## src/rtl/bit_serializer_tx.sv

```systemverilog
// Word-to-bit serializer with a one-word holding buffer; streams WIDTH-bit words
// onto dout one bit per bit_en cycle, with no bubble between back-to-back words.
module bit_serializer_tx #(
  parameter int WIDTH     = 8,
  parameter bit MSB_FIRST = 1'b1,
  parameter bit IDLE_BIT  = 1'b0
) (
  input  logic             clk,
  input  logic             reset,
  input  logic [WIDTH-1:0] in_data,
  input  logic             in_valid,
  output logic             in_ready,
  input  logic             bit_en,
  output logic             dout,
  output logic             dout_valid,
  output logic             word_done,
  output logic             busy
);

  localparam int CW = (WIDTH > 1) ? $clog2(WIDTH) : 1;
  localparam logic [CW-1:0] LAST_CNT = CW'(WIDTH - 1);
  localparam logic [CW-1:0] CNT_ONE  = CW'(1);
  localparam logic [CW-1:0] CNT_ZERO = CW'(0);

  typedef enum logic [0:0] {
    IDLE  = 1'b0,
    SHIFT = 1'b1
  } state_t;

  state_t           state_r, state_s;
  logic [WIDTH-1:0] shifter_r, shifter_s;
  logic [WIDTH-1:0] hold_r, hold_s;
  logic [CW-1:0]    count_r, count_s;
  logic             hold_valid_r, hold_valid_s;
  logic             accept_s, consume_s, last_s, out_bit_s;
  logic [WIDTH-1:0] shifted_s;

  // in_ready comes only from registered state so it never loops back through in_valid
  assign in_ready   = ~hold_valid_r;
  assign accept_s   = in_valid & ~hold_valid_r;
  assign consume_s  = (state_r == SHIFT) & bit_en;
  assign last_s     = consume_s & (count_r == LAST_CNT);
  assign out_bit_s  = MSB_FIRST ? shifter_r[WIDTH-1] : shifter_r[0];
  assign shifted_s  = MSB_FIRST ? {shifter_r[WIDTH-2:0], 1'b0} : {1'b0, shifter_r[WIDTH-1:1]};

  assign dout_valid = (state_r == SHIFT);
  assign dout       = (state_r == SHIFT) ? out_bit_s : IDLE_BIT;
  assign word_done  = last_s;
  assign busy       = (state_r == SHIFT) | hold_valid_r;

  // Next-state, shifter, counter and holding-buffer update rules
  always_comb begin
    state_s      = state_r;
    shifter_s    = shifter_r;
    count_s      = count_r;
    hold_s       = hold_r;
    hold_valid_s = hold_valid_r;
    case (state_r)
      IDLE: begin
        if (accept_s) begin
          shifter_s = in_data;
          count_s   = CNT_ZERO;
          state_s   = SHIFT;
        end else begin
          state_s   = IDLE;
        end
      end
      SHIFT: begin
        if (last_s) begin
          // Word boundary: reload from hold first, then from the port, else go idle
          if (hold_valid_r) begin
            shifter_s    = hold_r;
            count_s      = CNT_ZERO;
            hold_valid_s = 1'b0;
          end else if (accept_s) begin
            shifter_s    = in_data;
            count_s      = CNT_ZERO;
          end else begin
            shifter_s    = shifted_s;
            count_s      = CNT_ZERO;
            state_s      = IDLE;
          end
        end else begin
          if (consume_s) begin
            shifter_s = shifted_s;
            count_s   = count_r + CNT_ONE;
          end else begin
            shifter_s = shifter_r;
          end
          if (accept_s) begin
            hold_s       = in_data;
            hold_valid_s = 1'b1;
          end else begin
            hold_valid_s = hold_valid_r;
          end
        end
      end
      default: begin
        state_s = IDLE;
      end
    endcase
  end

  // State register with synchronous reset that discards any in-flight or held word
  always_ff @(posedge clk) begin
    if (reset) begin
      state_r      <= IDLE;
      shifter_r    <= {WIDTH{1'b0}};
      hold_r       <= {WIDTH{1'b0}};
      count_r      <= CNT_ZERO;
      hold_valid_r <= 1'b0;
    end else begin
      state_r      <= state_s;
      shifter_r    <= shifter_s;
      hold_r       <= hold_s;
      count_r      <= count_s;
      hold_valid_r <= hold_valid_s;
    end
  end

endmodule

```

## config.mk

```make
export PLATFORM = sky130hd
export DESIGN_NAME = bit_serializer_tx
export DESIGN_NICKNAME = d
export VERILOG_FILES = /design/src/rtl/bit_serializer_tx.sv
export SDC_FILE = /design/constraint.sdc
export NUM_CORES = 1
export LEC_CHECK = 0
export ABC_AREA = 1
export BUFFER_PORTS_ARGS = -buffer_cell sky130_fd_sc_hd__clkbuf_2
export CORE_MARGIN = 2
export CORE_UTILIZATION = 55
export DETAILED_ROUTE_END_ITERATION = 12
export GPL_TIMING_DRIVEN = 0
export PLACE_DENSITY = 0.84
export SETUP_SLACK_MARGIN = 0.2
export SLEW_MARGIN = 20
export SYNTH_ARGS = -nofsm -noshare
export SYNTH_HDL_FRONTEND = slang
export SYNTH_SLANG_ARGS = --single-unit
```

## constraint.sdc

```tcl
create_clock -name clk -period 2.1 [get_ports clk]
set_clock_uncertainty 0.05 [all_clocks]
set_input_delay 0.21 -clock clk [delete_from_list [all_inputs] [get_ports clk]]
set_output_delay 0.21 -clock clk [all_outputs]
set_load 0.01 [all_outputs]
```

== Yosys cells after proc, flatten, opt, wreduce, memory -nomap -nowiden ==
Index checks and enable logic that the tools add are counted.

* Bitwise logic cells: 7
* Reduce and logical (&&, ||, !) cells: 4
* Equal/unequal tests: 3
* Muxes and demuxes: 17
* $add $sub $neg: 1

{| class="wikitable"
|+ Operator list
! operator !! number
|-
| $mux W8 || 5
|-
| $pmux W8 S2 || 1
|-
| $mux W3 || 3
|-
| $mux W1 || 6
|-
| $pmux W3 S2 || 1
|-
| $reduce_and A2 Y1 || 2
|-
| $add A3 B1 Y3 const B || 1
|-
| $and A1 B1 Y1 || 3
|-
| $eq A3 B3 Y1 const B || 1
|-
| $ne A3 B2 Y1 const B || 1
|-
| $not A1 Y1 || 3
|-
| $reduce_and A3 Y1 || 1
|-
| $ne A2 B2 Y1 const B || 1
|-
| $pmux W1 S2 || 1
|-
| $reduce_bool A2 Y1 || 1
|-
| $or A1 B1 Y1 || 1
|}

* Logic and storage cells: 37
* Input bits: 12
* Bits in registers: 21

== Longest topological paths before layout ==
* Depth after elaboration: 6
* Depth in mapped cells: 9
* Depth with buffers taken out: 9

== Worst setup path before layout ==
OpenSTA, ideal clock, no wires.

* Path type: flip-flop to flip-flop
* Start: register count_r[0]
* End: register hold_r[0]
* Arrival: 1.190 ns
* Cell stages (with the launch flop): 9
* Setup slack: 0.728 ns
* Period minus slack after synthesis: 1.372 ns
* Data required time: 1.918 ns
* Setup time: 0.132 ns
* Cell sequence: dfxtp_1 -> ha_1 -> ha_1 -> nand3_2 -> nand2_2 -> nor2_4 -> inv_2 -> nand2_1 -> a21oi_1

* Cells in the longest elaborated chain, start to end: 4

{| class="wikitable"
|+ RTL lines
! what !! line !! source
|-
| start, declared || 33 || <nowiki>logic [CW-1:0] count_r, count_s;</nowiki>
|-
| start signal, assigned || 116 || <nowiki>count_r <= count_s;</nowiki>
|-
| $eq A3 B3 Y1 || 42 || <nowiki>assign last_s = consume_s & (count_r == LAST_CNT);</nowiki>
|-
| $and A1 B1 Y1 || 42 ||
|-
| $not A1 Y1 (no line) || n/a ||
|-
| $reduce_and A3 Y1 (no line) || n/a ||
|-
| end signal, assigned || 109 || <nowiki>hold_r <= {WIDTH{1'b0}};</nowiki>
|-
| end signal, assigned || 115 || <nowiki>hold_r <= hold_s;</nowiki>
|-
| end, declared || 32 || <nowiki>logic [WIDTH-1:0] hold_r, hold_s;</nowiki>
|}

Every way passes these cells.
A chain may end at the register's enable or synchronous reset.

== Worst setup path after layout ==
* Start: register count_r[1]
* End: output word_done

* Cells in the longest elaborated chain, start to end: 2

{| class="wikitable"
|+ RTL lines
! what !! line !! source
|-
| $eq A3 B3 Y1 || 42 ||
|-
| $and A1 B1 Y1 || 42 ||
|-
| end, declared || 16 || <nowiki>output logic word_done,</nowiki>
|}

Every way passes these cells.

==> summary.txt <==
DRT antenna net count -> 0
number of global-route vias before repair -> 1090
kind of end point of the critical path -> output pin
Overall Power -> 818 uW
LEAKAGE -> 0.664 nW
Max-Cap Viols -> 0
area delta synth->final -> 12.2%
Synth area leader -> dfxtp_1
largest cells by area after synthesis -> dfxtp_1 36%, nand2_1 16%, inv_1 8.1%
crit path launch type -> register
RSZ-0062 raised after global routing -> false
crit path buf inv count -> 2
CTS Buf Count -> 3
Worst slew margin -> 68.1%
Req. time, crit path -> 1840 ps
Die W -> 49.8 um
drt first pass iters -> 4
Crit Path Category -> register to output pin
synth unique cells -> 21
Data arrival, critical path -> 1410 ps
register clock-pin slew on the reported worst setup and hold paths -> 120 ps
Post CTS Setup Buffer Count -> 0
vias -> 1133
slowest CP cell -> dfxtp_1
Tcrit/Tclk final -> 79.3%
Pwr per Cell Area -> 631 nW/um^2
grt ovf -> 0
Sink Count -> 21
Cell Area, Synth -> 1150 sq um
fin crit period -> 1670 ps
YS warnings -> 0
Synthesized Nets -> 190
CTS tree -> yes
drt total wl -> 2410 um
Die ar. -> 2480 sq um
residual DRC count -> 0
synthesized flop and latch total -> 21
crit path cell chain -> ha_1, ha_1, nand3_2, inv_2, clkbuf_2
Seq/Total Area, Yosys -> 36.4%
Avg Inst Size Synth -> 6.56 sq um
worst vdd ir -> 0.000351 V
Tightest Hold Check Type -> primary input to register
vias per cell -> 5.08
Hold Slack -> 24.3 ps
crit-path max cell delay -> 360 ps
Ports -> 17
gr usage total -> 22.3%
Post-layout nets -> 211
worst slew pin tran -> 478 ps
largest net degree at the start of global routing -> 13
Post-Synthesis Cells -> 176
Root Driver -> clkbuf_4
# hold bufs at CTS -> 0
initial antenna violation count -> 0
most frequent cell after synthesis -> nand2_1
max-slew violations -> 0
row count -> 16
setup tns final -> 0 ps
most used cell, CP -> ha_1
Synth top area share -> 36.4%
DP HPWL -> 1870 um
1st-iter DRT viols -> 26
I/O Buffers -> 16
Top FF cell, synth -> dfxtp_1
core area -> 1960 sq um
routed wire length per instance -> 10.8 um
Crit Path Max Fanout -> 9
post-CTS resize count -> 0
Longest Clk Path Bufs -> 2
first-pass GRT wire length -> 4360 um
layout cells sized above 1 -> 18.9%
Clk Latency, worst-skew pair -> 300 ps
Final Hold Violating Endpoints -> 0
status -> finished clean
Highest Clock Rate -> 600 MHz
Initial Util -> 58.9%
Post-synth EDFFs -> 0
Async SR Flop Fraction -> 0%
Post-synth top cells -> 48 x nand2_1, 25 x inv_1, 21 x dfxtp_1
die height -> 49.8 um
crit-path leading delay family -> flip-flops
CTS H-tree depth -> 1
Diodes inserted -> 0
Final Setup Violations -> 0
GPL Wtd Cong -> 0.821
==> worst register-to-register path, cell delays in order, from the launching register on <==
cell and delay [ps]:
dfxtp_1 330, ha_1 190, ha_1 180, nand3_2 100
nand2_2 100, nor2_4 210, inv_2 120, nand2_1 80
a21oi_1 50
==> state kept, by name, indices dropped and copies added (netlist names) <==
name          flops
hold_r            8
dout_valid        1
hold_valid_r      1
count_r           3
shifter_r         8
==> per-layer routing <==
layer / global-route usage (%) / part of all wire (%) / wire, um / up-vias
met5: 0 / 0 / 0 / -
met4: 5.56 / 0.54 / 13 / 0
met3: 3.94 / 4.0 / 97 / 2
met2: 42.2 / 52 / 1250 / 25
met1: 25.6 / 43 / 1050 / 515
li1: - / - / - / 591
==> cell families (layout without fill, tap and decap cells) <==
kind of cell / count (synthesis) / after routing / synth area share [%]
buf+inv: 33 / 53 / 12.1
compound gates: 34 / 34 / 16.3
simple gates: 86 / 86 / 33.0
fa+ha+maj: 2 / 2 / 2.17
flops: 21 / 21 / 36.4
==> cell type report <==
type,instances,area (sq um)
multi-input combinational,122,594
sequential,21,420
fill,205,666
clock buffer,3,22.5
inverter,28,105
tap,27,33.8
timing repair buffer,16,80.1
buffer,5,35.0
clock inverter,1,5.00
==> placed cells by master (no fill, tap or decap), types with 2 or more instances in the layout <==
cell type,netlist,final
a21oi_1,16,16
buf_4,2,2
clkbuf_2,0,16
clkbuf_4,0,3
dfxtp_1,21,21
ha_1,2,2
inv_1,25,25
inv_2,3,3
nand2_1,48,48
nand2_2,3,3
nand3_1,16,16
nor2_1,14,14
nor2_4,2,2
o21ai_0,15,15
==> path summary, 6_finish.rpt <==
check	startpoint	to	slack, ps	cells after the start
max reg2reg	count_r[0]$_SDFFE_PP0P_	hold_r[2]$_SDFFE_PP0P_	550	8
min	reset	hold_r[3]$_SDFFE_PP0P_	20	2
max	count_r[1]$_SDFFE_PP0P_	word_done	430	5
min reg2reg	hold_r[3]$_SDFFE_PP0P_	hold_r[3]$_SDFFE_PP0P_	420	2
==> through the flow <==
stage | instances | worst slack [ps] | util (%) | cell area, sq um
finish | 223 | 435 | 66.1 | 1300
global route | 223 | 342 | 66.1 | 1300
CTS | 223 | 431 | 66.1 | 1300
detailed placement | 219 | 576 | 64.7 | 1270
global placement | 219 | 584 | 64.7 | 1270
floorplan | 176 | 728 | - | 1150
==> report_power, final <==
group / switching (mW) / internal [mW] / leakage (nW)
Clock: 0.121 / 0.0710 / 0.0177
Sequential: 0.0165 / 0.428 / 0.172
Combinational: 0.112 / 0.0690 / 0.474
Total: 0.250 / 0.568 / 0.664
No activity file was read; power rests on OpenSTA's default activity.
